## config.mk

```make
export PLATFORM = sky130hd
export DESIGN_NAME = qdr2_b2_ctrl_flat
export DESIGN_NICKNAME = d
export VERILOG_FILES = /design/src/rtl/qdr2_pkg.sv /design/src/rtl/qdr2_b2_ctrl_if.sv /design/src/rtl/qdr2_req_fifo.sv /design/src/rtl/qdr2_b2_ctrl.sv /design/src/flat_wrapper.sv
export SDC_FILE = /design/constraint.sdc
export NUM_CORES = 1
export LEC_CHECK = 0
export CORE_ASPECT_RATIO = 1.5
export CORE_UTILIZATION = 45
export DETAILED_ROUTE_END_ITERATION = 8
export GPL_TIMING_DRIVEN = 0
export PLACE_DENSITY = 0.68
export SLEW_MARGIN = 20
export SYNTH_ARGS = -nofsm -noshare
export SYNTH_HDL_FRONTEND = slang
export SYNTH_SLANG_ARGS = --single-unit
```

## constraint.sdc

```tcl
create_clock -name K -period 12.2 [get_ports K]
set_clock_uncertainty 0.15 [all_clocks]
set_input_delay 2.44 -clock K [delete_from_list [all_inputs] [get_ports K]]
set_output_delay 2.44 -clock K [all_outputs]
set_load 0.01 [all_outputs]
```

## src/rtl/qdr2_pkg.sv

```systemverilog
// Shared widths, bring-up state encoding and idle pin constants for the QDR2 burst-of-2 controller.
package qdr2_pkg;

    localparam int QDR2_ADDR_W = 19;
    localparam int QDR2_DATA_W = 72;
    localparam int QDR2_BE_W   = 8;
    localparam int QDR2_TAG_W  = 4;

    typedef enum logic [1:0] {
        S_DOFF = 2'd0,
        S_LOCK = 2'd1,
        S_RUN  = 2'd2
    } qdr2_state_t;

    localparam logic [QDR2_BE_W-1:0] BWSB_IDLE = '1;

endpackage

```

## src/rtl/qdr2_b2_ctrl_if.sv

```systemverilog
// User-side request/response bundle of the QDR2 controller: write and read request channels plus read return.
interface qdr2_b2_ctrl_if #(
    parameter int ADDR_W = qdr2_pkg::QDR2_ADDR_W,
    parameter int DATA_W = qdr2_pkg::QDR2_DATA_W,
    parameter int BE_W   = qdr2_pkg::QDR2_BE_W,
    parameter int TAG_W  = qdr2_pkg::QDR2_TAG_W
);
    logic              wr_valid;
    logic              wr_ready;
    logic [ADDR_W-1:0] wr_addr;
    logic [DATA_W-1:0] wr_data;
    logic [BE_W-1:0]   wr_be;

    logic              rd_valid;
    logic              rd_ready;
    logic [ADDR_W-1:0] rd_addr;
    logic [TAG_W-1:0]  rd_tag;

    logic              rsp_valid;
    logic [DATA_W-1:0] rsp_data;
    logic [TAG_W-1:0]  rsp_tag;

    modport master (
        output wr_valid, wr_addr, wr_data, wr_be,
        output rd_valid, rd_addr, rd_tag,
        input  wr_ready, rd_ready, rsp_valid, rsp_data, rsp_tag
    );

    modport slave (
        input  wr_valid, wr_addr, wr_data, wr_be,
        input  rd_valid, rd_addr, rd_tag,
        output wr_ready, rd_ready, rsp_valid, rsp_data, rsp_tag
    );
endinterface

```

## src/rtl/qdr2_req_fifo.sv

```systemverilog
// Request FIFO with an extra pointer bit for full/empty; head is presented combinationally on dout.
module qdr2_req_fifo #(
    parameter int WIDTH = 8,
    parameter int DEPTH = 4
) (
    input  logic             K,
    input  logic             RST,
    input  logic             push,
    input  logic [WIDTH-1:0] din,
    input  logic             pop,
    output logic [WIDTH-1:0] dout,
    output logic             full,
    output logic             empty
);
    localparam int PW = $clog2(DEPTH);

    logic [WIDTH-1:0] mem [DEPTH];
    logic [PW:0]      wr_ptr;
    logic [PW:0]      rd_ptr;
    logic             do_push;
    logic             do_pop;

    assign empty   = (wr_ptr == rd_ptr);
    assign full    = (wr_ptr[PW] != rd_ptr[PW]) && (wr_ptr[PW-1:0] == rd_ptr[PW-1:0]);
    assign dout    = mem[rd_ptr[PW-1:0]];
    assign do_pop  = pop && !empty;
    // A full FIFO still takes a push when the head leaves in the same cycle.
    assign do_push = push && (!full || do_pop);

    // NOTE: only the state that must be known after reset (the pointers) uses <= with async reset;
    // every sequential assignment is non-blocking so all flops sample pre-edge values.
    always_ff @(posedge K or posedge RST) begin
        if (RST) begin
            wr_ptr <= '0;
            rd_ptr <= '0;
        end else begin
            if (do_push) wr_ptr <= wr_ptr + 1'b1;
            if (do_pop)  rd_ptr <= rd_ptr + 1'b1;
        end
    end

    // NOTE: the storage array is deliberately not reset; the pointers alone define which slots are valid.
    always_ff @(posedge K) begin
        if (do_push) mem[wr_ptr[PW-1:0]] <= din;
    end

endmodule

```

## src/rtl/qdr2_b2_ctrl.sv

```systemverilog
// QDR2 burst-of-2 front end: DLL bring-up, one read and one write issue per K cycle, tagged read return.
module qdr2_b2_ctrl import qdr2_pkg::*; #(
    parameter int ADDR_W   = QDR2_ADDR_W,
    parameter int DATA_W   = QDR2_DATA_W,
    parameter int BE_W     = QDR2_BE_W,
    parameter int TAG_W    = QDR2_TAG_W,
    parameter int Q_DEPTH  = 4,
    parameter int RD_LAT   = 4,
    parameter int DOFF_CYC = 16,
    parameter int LOCK_CYC = 1024
) (
    input  logic              K,
    input  logic              RST,
    qdr2_b2_ctrl_if.slave     usr,
    output logic              init_done,
    output logic              RPSb,
    output logic              WPSb,
    output logic [ADDR_W-1:0] A_RD,
    output logic [ADDR_W-1:0] A_WR,
    output logic [DATA_W-1:0] D_W,
    output logic [BE_W-1:0]   BWSb,
    output logic              DOFF,
    input  logic [DATA_W-1:0] rd_q_in
);
    localparam int CNT_MAX = (DOFF_CYC > LOCK_CYC) ? DOFF_CYC : LOCK_CYC;
    localparam int CNT_W   = $clog2(CNT_MAX + 1);
    localparam int WQ_W    = ADDR_W + DATA_W + BE_W;
    localparam int RQ_W    = ADDR_W + TAG_W;

    typedef struct packed {
        logic             vld;
        logic [TAG_W-1:0] tag;
    } rd_slot_t;

    qdr2_state_t      state, state_nxt;
    logic [CNT_W-1:0] cnt, cnt_nxt;

    logic              wr_ready, rd_ready;
    logic              wr_full, wr_empty, rd_full, rd_empty;
    logic [WQ_W-1:0]   wr_dout;
    logic [RQ_W-1:0]   rd_dout;
    logic [ADDR_W-1:0] wr_head_addr, rd_head_addr;
    logic [DATA_W-1:0] wr_head_data;
    logic [BE_W-1:0]   wr_head_be;
    logic [TAG_W-1:0]  rd_head_tag;
    logic [TAG_W-1:0]  rd_tag_q;

    rd_slot_t          rd_pipe [RD_LAT];
    logic              rsp_valid;
    logic [DATA_W-1:0] rsp_data;
    logic [TAG_W-1:0]  rsp_tag;

    // ---------------- bring-up sequencer ----------------
    always_ff @(posedge K or posedge RST) begin
        if (RST) begin
            state <= S_DOFF;
            cnt   <= '0;
            DOFF  <= 1'b0;
        end else begin
            state <= state_nxt;
            cnt   <= cnt_nxt;
            DOFF  <= (state_nxt != S_DOFF);
        end
    end

    // NOTE: every output of this block gets a default first, so no path leaves a latch behind.
    always_comb begin
        state_nxt = state;
        cnt_nxt   = cnt + 1'b1;
        case (state)
            S_DOFF: if (cnt == CNT_W'(DOFF_CYC - 1)) begin
                state_nxt = S_LOCK;
                cnt_nxt   = '0;
            end
            S_LOCK: if (cnt == CNT_W'(LOCK_CYC - 1)) begin
                state_nxt = S_RUN;
                cnt_nxt   = '0;
            end
            S_RUN:   cnt_nxt   = cnt;
            default: begin
                state_nxt = S_DOFF;
                cnt_nxt   = '0;
            end
        endcase
    end

    assign init_done = (state == S_RUN);
    assign wr_ready  = init_done && !wr_full;
    assign rd_ready  = init_done && !rd_full;

    // ---------------- request queues ----------------
    qdr2_req_fifo #(.WIDTH(WQ_W), .DEPTH(Q_DEPTH)) u_wr_fifo (
        .K     (K),
        .RST   (RST),
        .push  (usr.wr_valid && wr_ready),
        .din   ({usr.wr_addr, usr.wr_data, usr.wr_be}),
        .pop   (!wr_empty),
        .dout  (wr_dout),
        .full  (wr_full),
        .empty (wr_empty)
    );

    qdr2_req_fifo #(.WIDTH(RQ_W), .DEPTH(Q_DEPTH)) u_rd_fifo (
        .K     (K),
        .RST   (RST),
        .push  (usr.rd_valid && rd_ready),
        .din   ({usr.rd_addr, usr.rd_tag}),
        .pop   (!rd_empty),
        .dout  (rd_dout),
        .full  (rd_full),
        .empty (rd_empty)
    );

    assign {wr_head_addr, wr_head_data, wr_head_be} = wr_dout;
    assign {rd_head_addr, rd_head_tag}              = rd_dout;

    // ---------------- pin issue ----------------
    // Address/data hold their last value when the port is idle to avoid needless pin toggling.
    always_ff @(posedge K or posedge RST) begin
        if (RST) begin
            WPSb     <= 1'b1;
            A_WR     <= '0;
            D_W      <= '0;
            BWSb     <= BWSB_IDLE;
            RPSb     <= 1'b1;
            A_RD     <= '0;
            rd_tag_q <= '0;
        end else begin
            WPSb <= wr_empty;
            if (!wr_empty) begin
                A_WR <= wr_head_addr;
                D_W  <= wr_head_data;
                BWSb <= ~wr_head_be;
            end
            RPSb <= rd_empty;
            if (!rd_empty) begin
                A_RD     <= rd_head_addr;
                rd_tag_q <= rd_head_tag;
            end
        end
    end

    // ---------------- read return alignment ----------------
    // Stage 0 samples the issued RPSb, so the tail lines up with the cycle rd_q_in is valid.
    always_ff @(posedge K or posedge RST) begin
        if (RST) begin
            for (int i = 0; i < RD_LAT; i++) rd_pipe[i] <= '0;
            rsp_valid <= 1'b0;
            rsp_data  <= '0;
            rsp_tag   <= '0;
        end else begin
            rd_pipe[0] <= '{vld: ~RPSb, tag: rd_tag_q};
            for (int i = 1; i < RD_LAT; i++) rd_pipe[i] <= rd_pipe[i-1];
            rsp_valid <= rd_pipe[RD_LAT-1].vld;
            if (rd_pipe[RD_LAT-1].vld) begin
                rsp_data <= rd_q_in;
                rsp_tag  <= rd_pipe[RD_LAT-1].tag;
            end
        end
    end

    assign usr.wr_ready  = wr_ready;
    assign usr.rd_ready  = rd_ready;
    assign usr.rsp_valid = rsp_valid;
    assign usr.rsp_data  = rsp_data;
    assign usr.rsp_tag   = rsp_tag;

endmodule

```

## src/flat_wrapper.sv

```systemverilog
// flat-port wrapper written by rule: the top's interface ports become plain ports
module qdr2_b2_ctrl_flat import qdr2_pkg::*;
#(
    parameter int ADDR_W   = QDR2_ADDR_W,
    parameter int DATA_W   = QDR2_DATA_W,
    parameter int BE_W     = QDR2_BE_W,
    parameter int TAG_W    = QDR2_TAG_W,
    parameter int Q_DEPTH  = 4,
    parameter int RD_LAT   = 4,
    parameter int DOFF_CYC = 16,
    parameter int LOCK_CYC = 1024
)
  (K, RST, init_done, RPSb, WPSb, A_RD, A_WR, D_W, BWSb, DOFF, rd_q_in, usr_wr_valid, usr_wr_addr, usr_wr_data, usr_wr_be, usr_rd_valid, usr_rd_addr, usr_rd_tag, usr_wr_ready, usr_rd_ready, usr_rsp_valid, usr_rsp_data, usr_rsp_tag);
  qdr2_b2_ctrl_if #(.ADDR_W(ADDR_W), .DATA_W(DATA_W), .BE_W(BE_W), .TAG_W(TAG_W)) usr_i ();
  input  logic K;
  input  logic RST;
  output logic init_done;
  output logic RPSb;
  output logic WPSb;
  output logic [ADDR_W-1:0] A_RD;
  output logic [ADDR_W-1:0] A_WR;
  output logic [DATA_W-1:0] D_W;
  output logic [BE_W-1:0] BWSb;
  output logic DOFF;
  input  logic [DATA_W-1:0] rd_q_in;
  input wire logic [$bits(usr_i.wr_valid)-1:0] usr_wr_valid;
  input wire logic [$bits(usr_i.wr_addr)-1:0] usr_wr_addr;
  input wire logic [$bits(usr_i.wr_data)-1:0] usr_wr_data;
  input wire logic [$bits(usr_i.wr_be)-1:0] usr_wr_be;
  input wire logic [$bits(usr_i.rd_valid)-1:0] usr_rd_valid;
  input wire logic [$bits(usr_i.rd_addr)-1:0] usr_rd_addr;
  input wire logic [$bits(usr_i.rd_tag)-1:0] usr_rd_tag;
  output wire logic [$bits(usr_i.wr_ready)-1:0] usr_wr_ready;
  output wire logic [$bits(usr_i.rd_ready)-1:0] usr_rd_ready;
  output wire logic [$bits(usr_i.rsp_valid)-1:0] usr_rsp_valid;
  output wire logic [$bits(usr_i.rsp_data)-1:0] usr_rsp_data;
  output wire logic [$bits(usr_i.rsp_tag)-1:0] usr_rsp_tag;
  assign usr_i.wr_valid = usr_wr_valid;
  assign usr_i.wr_addr = usr_wr_addr;
  assign usr_i.wr_data = usr_wr_data;
  assign usr_i.wr_be = usr_wr_be;
  assign usr_i.rd_valid = usr_rd_valid;
  assign usr_i.rd_addr = usr_rd_addr;
  assign usr_i.rd_tag = usr_rd_tag;
  assign usr_wr_ready = usr_i.wr_ready;
  assign usr_rd_ready = usr_i.rd_ready;
  assign usr_rsp_valid = usr_i.rsp_valid;
  assign usr_rsp_data = usr_i.rsp_data;
  assign usr_rsp_tag = usr_i.rsp_tag;
  qdr2_b2_ctrl #(.ADDR_W(ADDR_W), .DATA_W(DATA_W), .BE_W(BE_W), .TAG_W(TAG_W), .Q_DEPTH(Q_DEPTH), .RD_LAT(RD_LAT), .DOFF_CYC(DOFF_CYC), .LOCK_CYC(LOCK_CYC)) u_core (.K(K), .RST(RST), .usr(usr_i), .init_done(init_done), .RPSb(RPSb), .WPSb(WPSb), .A_RD(A_RD), .A_WR(A_WR), .D_W(D_W), .BWSb(BWSb), .DOFF(DOFF), .rd_q_in(rd_q_in));
endmodule
```

==> flow_summary_export.csv <==
group,metric,value,unit
status,status,"completed",
sta,rsz0062_at_grt,"false",
finish,final_util,0.584,
setup_path,path_max_fanout,9,
sta,finalCritPeriodShare,0.413,
power_and_ir_drop,comb_power_share,0.029,
die,initial_core_util,0.457,
setup_path,start_kind,"flip-flop",
power_and_ir_drop,clockPowerShare,0.430,
clocking,insertion_delay,0.60,ns
sta,setup_viol,0,
sta,slew_viol_final,0,
die,num_io_pins,399,
synth,synth_cells,1476,
power_and_ir_drop,power.switching,0.970,mW
setup_path,critPathRequiredTime,9.61,ns
clocking,numClockSinks,735,
detailed_routing,routedWlPerCell,21.3,µm
synth,synth.avg_cell_area,18.3,µm²
detailed_routing,drt_iter0_drc,621,
grt,grt_use_total,0.197,
power_and_ir_drop,peakVddDrop,0.146,mV
synth,ys_types,42,
finish,nets,2164,
die,coreArea,59100,µm²
synth,ys_seq_elements,735,
sta,fmax,0.198,GHz
synth,yosysSeqAreaShare,0.773,
detailed_routing,top_layer,"met5",
clocking,cts_setup_buffers,0,
power_and_ir_drop,seq_power_share,0.541,
power_and_ir_drop,p_per_area,144,nW/µm²
die,dieArea,60900,µm²
clocking,postCtsResizedCells,0,
setup_path,critPathKind,"flip-flop to output pin",
synth,yosys_warnings,0,
grt,grt_max_degree,88,
placement,dp_hpwl,39.5,mm
sta,fin_crit,5.04,ns
die,die_x,202,µm
sta,maxSlewHeadroom,0.524,
finish,layout.cells.non_filler,2795,
grt,grt_overflow,0,
detailed_routing,num_vias,14400,
synth,syn_area,27000,µm²
finish,layout_commonest_cell,"edfxtp_1",
grt,grt_pass1_vias,15600,
setup_path,critPathCaptureType,"output pin",
synth,synth_fp_nets,1685,
power_and_ir_drop,fin_total_pwr,4.95,mW
synth,synth_edf_count,488,
clocking,tritoncts,"yes",
grt,antenna_found_initial,8,
finish,layout_common_cells,"488 x edfxtp_1, 398 x clkdlybuf4s50_1, 356 x nand2_1",
sta,hold_viol,0,
clocking,cts_made_buffers,69,
power_and_ir_drop,p_leak,12.8,nW
placement,dp.cells,2661,
setup_path,arrival,2.45,ns
clocking,cts_root_buffer,"clkbuf_16",
synth,ys.flop_type,"edfxtp_1",
detailed_routing,antenna_left,0,
clocking,clk_pin_slew,0.06,ns
die,std_cell_rows,109,
power_and_ir_drop,p_int,3.98,mW
detailed_routing,wl_met2,31.7,mm
run,drv_cap,0,
detailed_routing,dr_wl_met3,3.18,mm
clocking,cts_hold_buf,0,
detailed_routing,routed_wl,59.6,mm
detailed_routing,drc_errors,0,
placement,portBuffers,398,
sta,max_slew.worst_pin.slew,0.715,ns
hold_path,min_path_type,"flip-flop to flip-flop",
hold_path,min_path_cells,0,
finish,syn_to_final_growth,27.8,%
detailed_routing,met1_length,23.0,mm
detailed_routing,via_per_inst,5.14,
synth,synthArstFlopShare,0.336,
setup_path,reg2reg_depth,6,
clocking,cts_max_level,3,
grt,grt_pass1_wl,90.4,mm
clocking,clock_path_buffers,3,
power_and_ir_drop,sw_frac_of_total,0.196,
placement,gp_congestion,0.763,
finish,drive_above_1_share,0.186,
die,die_height,302,µm
detailed_routing,dr.pass1.iters,5,
power by group through the flow:
| stage | Clock, mW | Sequential, mW | Combinational (mW) |
|---|---|---|---|
| floorplan | 0 | 2.74 | 0.0222 |
| global placement | 0 | 2.73 | 0.138 |
| detailed placement | 0 | 2.73 | 0.146 |
| CTS | 2.19 | 2.68 | 0.147 |
| global route | 2.28 | 2.68 | 0.155 |
| finish | 2.13 | 2.68 | 0.144 |
layout make-up:
type	count	area [µm²]
multi-input combinational	663	5790
timing repair buffer	408	4230
antenna	6	15.0
sequential	735	20800
fill	4459	24600
clock inverter	34	313
inverter	10	45.0
buffer	68	328
clock buffer	94	1930
tap	777	972
flip-flops by register name, indices dropped and copies added (netlist names), 2 cells and up:
signal / count
u_core.BWSb: 8
u_core.usr.rsp_data: 72
u_core.D_W: 72
u_core.u_wr_fifo.mem: 396
u_core.rd_tag_q: 4
u_core.cnt: 11
u_core.state: 2
u_core.u_rd_fifo.mem: 92
u_core.A_RD: 19
u_core.u_wr_fifo.wr_ptr: 3
u_core.u_rd_fifo.wr_ptr: 3
u_core.A_WR: 19
u_core.u_rd_fifo.rd_ptr: 3
u_core.u_wr_fifo.rd_ptr: 3
u_core.usr.rsp_tag: 4
u_core.rd_pipe: 20
through the flow:
stage	worst slack, ns	instance area (µm²)	hold slack (ns)	TNS, ns
after floorplan	2.84	27000	0.181	0
after global placement	-0.886	31900	0.183	-200.25
after detailed placement	7.52	32200	0.185	0
after CTS	7.12	34500	0.198	0
after global routing	7.04	34500	0.207	0
final	7.16	34500	0.197	0
critical path, cell delays in order (launching register included):
cell and delay, ns:
dfrtp_1 0.44, nand2b_1 0.16, buf_2 0.21, a31oi_2 0.33, clkdlybuf4s50_1 0.71
kinds of logic (layout without fill, tap and decap cells):
logic type / after synthesis / in the layout / synth area share
other cells: 0 / 6 / 0
buf+inv: 78 / 614 / 0.0135
flops: 735 / 735 / 0.773
compound gates: 36 / 36 / 0.00960
fa+ha+maj: 11 / 11 / 0.00510
mux: 201 / 201 / 0.135
simple gates: 399 / 399 / 0.0590
xor+xnor: 16 / 16 / 0.00519
worst paths after layout:
| check | from | end | slack (ns) |
|---|---|---|---|
| setup / recovery | u_core.state[0] | usr_wr_ready | 7.16 |
| setup reg to reg | u_core.state[0] | u_core.u_wr_fifo.mem[0][45] | 9.41 |
| hold reg to reg | u_core.rd_pipe[6] | u_core.rd_pipe[1] | 0.20 |
| hold / removal | u_core.rd_pipe[6] | u_core.rd_pipe[1] | 0.20 |
| max in group asynchronous | RST | u_core.D_W[44] | 8.82 |
| min in group asynchronous | RST | u_core.A_RD[14] | 2.16 |
layer usage:
metal  vias to the layer above  GRT usage
met3                       117     0.0445
met4                         6     0.0770
met2                       365      0.347
li1                       6467          -
met1                      7423      0.235
met5                         -          0
synthesized netlist by cell type, drive strengths merged (7+ instances only):
cell type / instances / area share
edfxtp: 488 / 0.54
nand2: 356 / 0.050
dfrtp: 237 / 0.22
mux4: 122 / 0.10
mux2: 77 / 0.032
buf: 53 / 0.010
clkbuf: 15 / 0.0021
a21oi: 13 / 0.0024
nor2: 12 / 0.0017
ha: 11 / 0.0051
and3: 10 / 0.0023
dfstp: 10 / 0.0097
inv: 10 / 0.0014
xnor2: 10 / 0.0032
nand3: 8 / 0.0015
a31oi: 7 / 0.0021
Note: power is estimated with default switching activity, not from simulation.
